## src/rtl/ram_port_ctrl.sv

```systemverilog
// ram_port_ctrl: request front-end for a 2**AW x DW single-port synchronous RAM.
//
// Host side takes valid/ready read/write requests. Read data comes back through a 2-entry
// response FIFO with valid/ready backpressure. RAM side: address, data_in and write_enable
// are registered outputs, and data_out is the RAM's registered read data.
//
// Optional clear engine (define RAM_PORT_CTRL_CLEAR_EN): clr_start fills every word with
// FILL_VALUE, one word per cycle. busy is high while the fill runs. clr_done pulses once
// when the fill completes. With the macro undefined, clr_start is ignored and busy/clr_done
// are tied to 0.
//
// Ports:
//   clk, rst_n                       clock, async active-low reset
//   req_valid/req_ready              request handshake
//   req_write/req_addr/req_wdata     request payload
//   resp_valid/resp_ready/resp_rdata read response channel
//   clr_start, busy, clr_done        clear engine control/status
//   address, data_in, write_enable   registered RAM controls
//   data_out                         RAM registered read data
module ram_port_ctrl #(
  parameter int unsigned    AW         = 8,
  parameter int unsigned    DW         = 8,
  parameter logic [DW-1:0]  FILL_VALUE = '0
) (
  input  logic          clk,
  input  logic          rst_n,
  input  logic          req_valid,
  output logic          req_ready,
  input  logic          req_write,
  input  logic [AW-1:0] req_addr,
  input  logic [DW-1:0] req_wdata,
  output logic          resp_valid,
  input  logic          resp_ready,
  output logic [DW-1:0] resp_rdata,
  input  logic          clr_start,
  output logic          busy,
  output logic          clr_done,
  output logic [AW-1:0] address,
  output logic [DW-1:0] data_in,
  output logic          write_enable,
  input  logic [DW-1:0] data_out
);

  // Read tracking: rd_p1_q marks a read address on the bus and rd_p2_q marks valid data_out.
  logic          rd_p1_q, rd_p2_q;
  logic [DW-1:0] fifo_q [2];
  logic          wptr_q, rptr_q;
  logic [1:0]    count_q;

  logic          push, pop, accept, credit_ok;
  logic [2:0]    outstanding, out_after_pop;

  assign push       = rd_p2_q;
  assign resp_valid = (count_q != 2'd0);
  assign resp_rdata = fifo_q[rptr_q];
  assign pop        = resp_valid && resp_ready;

  // Reads in flight plus buffered responses. This count never exceeds the FIFO depth,
  // so a response always has a slot when its data arrives.
  assign outstanding   = {2'b0, rd_p1_q} + {2'b0, rd_p2_q} + {1'b0, count_q};
  assign out_after_pop = outstanding - {2'b0, pop};
  assign credit_ok     = req_write || (out_after_pop < 3'd2);
  assign accept        = req_valid && req_ready;

  always_ff @(posedge clk or negedge rst_n) begin
    if (!rst_n) begin
      rd_p1_q   <= 1'b0;
      rd_p2_q   <= 1'b0;
      fifo_q[0] <= '0;
      fifo_q[1] <= '0;
      wptr_q    <= 1'b0;
      rptr_q    <= 1'b0;
      count_q   <= 2'd0;
    end else begin
      rd_p1_q <= accept && !req_write;
      rd_p2_q <= rd_p1_q;
      if (push) begin
        fifo_q[wptr_q] <= data_out;
        wptr_q         <= ~wptr_q;
      end
      if (pop) begin
        rptr_q <= ~rptr_q;
      end
      count_q <= count_q + {1'b0, push} - {1'b0, pop};
    end
  end

`ifdef RAM_PORT_CTRL_CLEAR_EN

  typedef enum logic [0:0] {StIdle, StClear} state_e;

  localparam logic [AW:0] CntEnd = {1'b1, {AW{1'b0}}};

  state_e      state_q;
  // Next clear address to issue; one bit wider than the address so it reaches DEPTH
  // without wrapping.
  logic [AW:0] cnt_q;

  assign req_ready = (state_q == StIdle) && credit_ok && !clr_start;

  always_ff @(posedge clk or negedge rst_n) begin
    if (!rst_n) begin
      state_q      <= StIdle;
      cnt_q        <= '0;
      busy         <= 1'b0;
      clr_done     <= 1'b0;
      address      <= '0;
      data_in      <= '0;
      write_enable <= 1'b0;
    end else begin
      clr_done     <= 1'b0;
      write_enable <= 1'b0;
      unique case (state_q)
        StIdle: begin
          if (clr_start) begin
            // Issue address 0 on entry so the fill takes exactly DEPTH busy cycles.
            state_q      <= StClear;
            busy         <= 1'b1;
            address      <= '0;
            data_in      <= FILL_VALUE;
            write_enable <= 1'b1;
            cnt_q        <= {{AW{1'b0}}, 1'b1};
          end else if (accept) begin
            address      <= req_addr;
            data_in      <= req_wdata;
            write_enable <= req_write;
          end
        end
        StClear: begin
          if (cnt_q == CntEnd) begin
            state_q  <= StIdle;
            busy     <= 1'b0;
            clr_done <= 1'b1;
            cnt_q    <= '0;
          end else begin
            address      <= cnt_q[AW-1:0];
            data_in      <= FILL_VALUE;
            write_enable <= 1'b1;
            cnt_q        <= cnt_q + {{AW{1'b0}}, 1'b1};
          end
        end
        default: state_q <= StIdle;
      endcase
    end
  end

`else

  logic unused_clr_start;
  assign unused_clr_start = clr_start;

  assign req_ready = credit_ok;
  assign busy      = 1'b0;
  assign clr_done  = 1'b0;

  always_ff @(posedge clk or negedge rst_n) begin
    if (!rst_n) begin
      address      <= '0;
      data_in      <= '0;
      write_enable <= 1'b0;
    end else begin
      write_enable <= 1'b0;
      if (accept) begin
        address      <= req_addr;
        data_in      <= req_wdata;
        write_enable <= req_write;
      end
    end
  end

`endif

endmodule
```

## config.mk

```make
export PLATFORM = sky130hd
export DESIGN_NAME = ram_port_ctrl
export DESIGN_NICKNAME = d
export VERILOG_FILES = /design/src/rtl/ram_port_ctrl.sv
export SDC_FILE = /design/constraint.sdc
export NUM_CORES = 1
export LEC_CHECK = 0
export CORE_AREA = 2 2 72 74
export DETAILED_ROUTE_END_ITERATION = 12
export DIE_AREA = 0 0 74 76
export PLACE_DENSITY = 0.76
export SETUP_SLACK_MARGIN = 0.1
export SLEW_MARGIN = 10
export SYNTH_ARGS = -nofsm -noshare
export SYNTH_HDL_FRONTEND = slang
export SYNTH_SLANG_ARGS = --single-unit
```

## constraint.sdc

```tcl
create_clock -name clk -period 4.4 [get_ports clk]
set_clock_uncertainty 0.05 [all_clocks]
set_input_delay 0.88 -clock clk [delete_from_list [all_inputs] [get_ports clk]]
set_output_delay 0.88 -clock clk [all_outputs]
set_load 0.01 [all_outputs]
```

==> flow_metrics.tcl, run 1 <==
set metrics [dict create \
    post-route-period-util_pct 93.2 \
    worst-path-max-fanout 2 \
    hold_class "reg -> reg" \
    fmax_mhz 244 \
    synth_cell_types 29 \
    slew_viol_final 0 \
    p_per_area_mw_per_mm2 750 \
    wl_per_cell_um 14.8 \
    timing.rr.end "address[7]$_DFFE_PN0P_" \
    placed_cell_area_mm2 0.00282 \
    final_common_cell "clkdlybuf4s50_1" \
    rrSetupSlack_ns 1.04 \
    crit_arrival_ns 3.17 \
    clk_pin_slew_ns 0.07 \
    setup_violations 0 \
    synth_top_family_by_area "simple AND/OR/NAND/NOR gates" \
    routabilityCongestion 0.699 \
    drc 0 \
    io_buffers 55 \
    vias 1632 \
    netlist_area_mm2 0.00229 \
    hpwl_mm 2.97 \
    grt_max_degree 40 \
    clock_sinks 39 \
    cts_buffers 5 \
    final_cell_mix "clkdlybuf4s50_1 (53), dfrtp_1 (39), nand3b_1 (32)" \
    syn_area_per_cell_um2 12.4 \
    start_kind "input pin" \
    clk_path_buf_depth 2 \
    initial_core_util_pct 46.7 \
    diodes 0 \
    synth_compound_area_share_pct 14.7 \
    drive_gt1_share_pct 23.7 \
    tightestPinTransition_ns 0.866 \
    cts_tree "done" \
    io_pins 59 \
    yosysSeqAreaShare_pct 42.6 \
    core_area_mm2 0.00491 \
    hp-start "rd_p1_q$_DFF_PN0_" \
    min_period_ns 4.10 \
    vias_per_cell 5.33 \
    firstDrtPassIters 4 \
    synth_top_area_share_pct 42.6 \
    synth.area.top_cells "dfrtp_1 (43%), mux2_2 (12%), nand3b_1 (10%)" \
    area.growth.synth_to_final_pct 26.0 \
    slew_headroom_pct 42.3 \
    synth_area_leader_cell "dfrtp_1" \
    rows 26 \
    routed_wirelength_mm 4.51 \
    clk_latency_ns 0.28 \
    setup-tns-final_ns 0 \
    reg2reg_depth 11 \
    synthCells 185 \
    die_w_um 74 \
    synth-main-ff-cell "dfrtp_1" \
    synthArstFlopShare_pct 100 \
    synth-simple-area-share_pct 17.9 \
    final_antenna_net_count 0 \
    worstSetupEndpointType "output pin" \
    synth_enable_flop_cells 0 \
    synth_fa_ha_area_share_pct 3.06 \
    ys_seq_elements 39 \
    clockRootBuffer "clkbuf_8" \
    cts_resized 1 \
    hold_end "push$_DFF_PN0_" \
    synth_xor_area_share_pct 2.24 \
    regToRegStartpoint "count_q[1]$_DFF_PN0_" \
    grt-ovfl-total 0 \
    grt_use_total_pct 16.8 \
    cts_htree_levels 2 \
    vdd_drop_max_v 0.000327 \
    muxShareOfSynthArea_pct 11.8 \
    grt_pass1_wl_mm 7.61 \
    p_leak_uw 0.00114 \
    grt_antenna_before_repair 0 \
    outcome "complete, no violations" \
    final_nets 272 \
    crit_type "in -> out" \
    whs_path_depth 0 \
    ctsHoldBuffers 0 \
    die_h_um 76 \
    maxCapViolCount 0 \
    fillers 434 \
    hold_viol_final 0 \
    rsz0062_at_grt "false" \
    drtIter0Drc 96 \
    cp.required_ns 3.47 \
    cts_setup_buffers 0 \
    grt_pass1_vias 1619 \
    die-area_mm2 0.00562 \
    yosys_warnings 0 \
    stdcell_area_mm2 0.00289 \
]
[how the worst max path moves through the flow]
stage                     cells after the start  slack [ns]         to        from
final                                        10        0.30  req_ready  resp_ready
after global routing                         10        0.19  req_ready  resp_ready
after floorplan                               9        0.74  req_ready  resp_ready
after global placement                       10       0.005  req_ready  resp_ready
after detailed placement                     10        0.04  req_ready  resp_ready
after CTS                                    10        0.30  req_ready  resp_ready
[synth_stat cells, types with 5 or more instances]
library cell / number
and2b_1: 5
a221oi_1: 6
dfrtp_1: 39
and2b_2: 7
o211ai_1: 16
a221oi_2: 10
nor2b_1: 5
mux2_2: 24
nand3b_1: 32
buf_6: 7
inv_1: 6
[state kept, by name, indices dropped and copies added (netlist names), 2 cells and up]
signal / cells
fifo_q: 16
address: 8
data_in: 8
count_q: 2
[kinds of logic after synthesis]
logic type               count (synthesis)
multiplexers                            24
AND/OR/NAND/NOR                         55
XOR/XNOR                                 5
AO/OA/AOI/OAI                           34
adder cells (fa/ha/maj)                  5
buffers and inverters                   22
other                                    1
flip-flops                              39
[per-stage QoR]
step	setup WS, ns	hold WS, ns	power (uW)	std cells	util [%]
3_5_place_dp	0.0380	0.329	1970	300	57.3
3_3_place_gp	0.00521	0.316	1940	300	57.3
6_report	0.301	0.339	2170	306	58.8
2_1_floorplan	0.740	0.304	1570	186	-
4_1_cts	0.298	0.345	2190	306	58.8
5_1_grt	0.191	0.354	2340	306	58.8
[worst max-delay path, stage by stage]
cell             delay, ns
clkdlybuf4s50_1       0.39
and2_1                0.16
ha_1                  0.27
inv_1                 0.04
ha_1                  0.26
a21o_1                0.17
fa_1                  0.40
xnor2_2               0.16
o21bai_1              0.14
dlygate4sd2_1         0.31
[power by group]
group	leakage [uW]	internal, uW	switching (uW)
sequential	0.000460	541	159
clock	0.0000371	106	108
combinational	0.000642	697	555
[cell type report]
type,instances,area [um2],share of cell area [%]
flip-flops and latches,39,976,33.8
inverters,6,22.5,0.780
clock buffers,6,72.6,2.51
multi-input cells,125,1150,39.7
repair buffers,60,582,20.1
well taps,70,87.6,3.03
[metal layers]
layer / GRT usage (%) / routed length [um]
met3: 4.50 / 282
met5: 0 / 0
met2: 27.2 / 2140
met1: 22.8 / 2080
met4: 2.73 / 9
Note: power is estimated with default switching activity, not from simulation.
==> run 2, diff against run 1 <==
- GPL_TIMING_DRIVEN: unset -> 1
==> results of run 2 <==
No change in the layout: final DEF, timing and power equal those of run 1.
==> run 3, diff against run 2 <==
- ABC_AREA: unset -> 1
- CORE_AREA: 2 2 72 74 -> 2 2 66 68
- DIE_AREA: 0 0 74 76 -> 0 0 68 70
- PLACE_DENSITY: 0.76 -> 0.75
==> flow_metrics.tcl, run 3 <==
set metrics [dict create \
    drive_gt1_share_pct 8.00 \
    swShare_pct 36.3 \
    fin_util_pct 57.7 \
    yosys-top-cells-count "nand2_1 (79), dfrtp_1 (39), inv_1 (19)" \
    synth_area_leader_cell "dfrtp_1" \
    largest_reg_flops 16 \
    reg2reg_depth 16 \
    clk_latency_ns 0.28 \
    worst-path-max-fanout 2 \
    synthArstFlopShare_pct 100 \
    whs_path_depth 0 \
    internal_power_uw 1040 \
    slew_headroom_pct 43.6 \
    fillers 396 \
    yosys_warnings 0 \
    outcome "complete, no violations" \
    cts_buffers 5 \
    synth_top_area_share_pct 55.2 \
    synth_cell_types 22 \
    largest-register "fifo_q" \
    cts_setup_buffers 0 \
    cts_htree_levels 2 \
    die_w_um 68 \
    regToRegStartpoint "count_q[1]$_DFF_PN0_" \
    grt_pass1_vias 1346 \
    cts_tree "done" \
    final_common_cell "nand2_1" \
    clock_sinks 39 \
    post-route-period-util_pct 91.5 \
    timing.rr.end "address[3]$_DFFE_PN0P_" \
    tightestPinTransition_ns 0.847 \
    hold_end "push$_DFF_PN0_" \
    reg_top3 "fifo_q x16, address x8, data_in x8" \
    diodes 0 \
    synth-main-ff-cell "dfrtp_1" \
    crit_arrival_ns 3.10 \
    cp.required_ns 3.47 \
    seqPwrFrac_pct 38.2 \
    final_antenna_net_count 0 \
    crit_type "in -> out" \
    hold_class "reg -> reg" \
    switchingPower_uw 595 \
    vias 1380 \
    ys_seq_elements 39 \
    rrSetupSlack_ns 1.55 \
    synth_enable_flop_cells 0 \
    die_h_um 70 \
    grt-ovfl-total 0 \
    die-area_mm2 0.00476 \
    setup_violations 0 \
    area.growth.synth_to_final_pct 35.3 \
    cts_resized 1 \
    hpwl_mm 2.31 \
    fmax_mhz 248 \
    rsz0062_at_grt "false" \
    p_leak_uw 0.00123 \
    placed_cell_area_mm2 0.00232 \
    firstDrtPassIters 4 \
    drc 0 \
    final_cell_mix "nand2_1 (79), clkdlybuf4s50_1 (53), dfrtp_1 (39)" \
    yosysMostFrequentCell "nand2_1" \
    core_area_mm2 0.00414 \
    synthCells 197 \
    synth.area.top_cells "dfrtp_1 (55%), nand2_1 (17%), nand3_1 (4.8%)" \
    io_pins 59 \
    grt_use_total_pct 15.6 \
    clockRootBuffer "clkbuf_8" \
    setup-tns-final_ns 0 \
    pwr-share-comb_pct 48.9 \
    p_per_area_mw_per_mm2 685 \
    stdcell_area_mm2 0.00239 \
    slew_viol_final 0 \
    hp-start "rd_p1_q$_DFF_PN0_" \
    clock_power_share_pct 12.9 \
    initial_core_util_pct 42.7 \
    grt_antenna_before_repair 0 \
    clk_pin_slew_ns 0.07 \
    vdd_drop_max_v 0.000309 \
    ctsHoldBuffers 0 \
    hold_viol_final 0 \
    netlist_area_mm2 0.00177 \
    min_period_ns 4.03 \
    start_kind "input pin" \
    maxCapViolCount 0 \
    grt_max_degree 40 \
    routabilityCongestion 0.740 \
    wl_per_cell_um 10.9 \
    routed_wirelength_mm 3.28 \
    drtIter0Drc 130 \
    io_buffers 55 \
    worstSetupEndpointType "output pin" \
    vias_per_cell 4.57 \
    syn_area_per_cell_um2 8.97 \
    grt_pass1_wl_mm 5.70 \
    clk_path_buf_depth 2 \
    yosysSeqAreaShare_pct 55.2 \
    rows 24 \
    final_nets 286 \
]
[run 3: cell count changes in the layout (fill, tap and decap cells not counted), moves of 6 or more]
cell      delta
a221oi_1     -6
a221oi_2    -10
and2b_2      -7
inv_1       +13
mux2_2      -24
nand2_1     +78
nand3_1     +17
nand3b_1    -32
o211ai_1    -16
o21ai_0      +8
o21ai_2      +8
[run 3: cell type report]
type / instances / area (um2) / area share, %
Inverter: 21 / 78.8 / 3.29
Tap cell: 52 / 65.1 / 2.72
Timing Repair Buffer: 56 / 552 / 23.1
Sequential cell: 39 / 976 / 40.8
Clock buffer: 6 / 72.6 / 3.03
Multi-Input combinational cell: 128 / 648 / 27.1
[run 3: metrics by stage]
stage	hold slack, ns	std cells	total power [uW]	setup slack (ns)
after CTS	0.341	302	1670	0.344
after global placement	0.317	296	1430	0.113
final	0.336	302	1640	0.375
after global routing	0.361	302	1790	0.221
after floorplan	0.304	198	1080	0.903
after detailed placement	0.327	296	1450	0.0830
[run 3: how the worst max path moves through the flow]
stage,start,end
2_1_floorplan,resp_ready,req_ready
3_3_place_gp,resp_ready,req_ready
3_5_place_dp,resp_ready,req_ready
4_1_cts,resp_ready,req_ready
5_1_grt,resp_ready,req_ready
6_report,resp_ready,req_ready
[run 3: power by group through the flow]
stage | logic (uW) | clock network (uW) | registers, uW
6_report | 802 | 211 | 626
5_1_grt | 904 | 235 | 649
4_1_cts | 817 | 224 | 628
2_1_floorplan | 437 | 0 | 642
3_3_place_gp | 804 | 0 | 627
3_5_place_dp | 819 | 0 | 631
[run 3: cells by family after synthesis]
family,synth area share [%]
adder cells (fa/ha/maj),3.96
flip-flops,55.2
buffers and inverters,8.35
other,0.212
XOR/XNOR,1.49
AO/OA/AOI/OAI,6.65
AND/OR/NAND/NOR,24.1
[run 3: layer usage]
metal	wire length (um)	vias up	GRT usage, %
met3	302	5	6.12
met1	1470	624	19.9
met5	0	-	0
li1	-	703	-
met4	41	0	5.56
met2	1460	48	23.7
[run 3: worst max-delay path, cell delays in order]
cell,delay (ns)
clkdlybuf4s50_1,0.40
nand2_1,0.09
inv_1,0.06
ha_1,0.26
inv_1,0.04
ha_1,0.26
a21o_1,0.17
fa_1,0.49
inv_1,0.05
nand3_2,0.08
nand2_4,0.04
dlygate4sd2_1,0.28
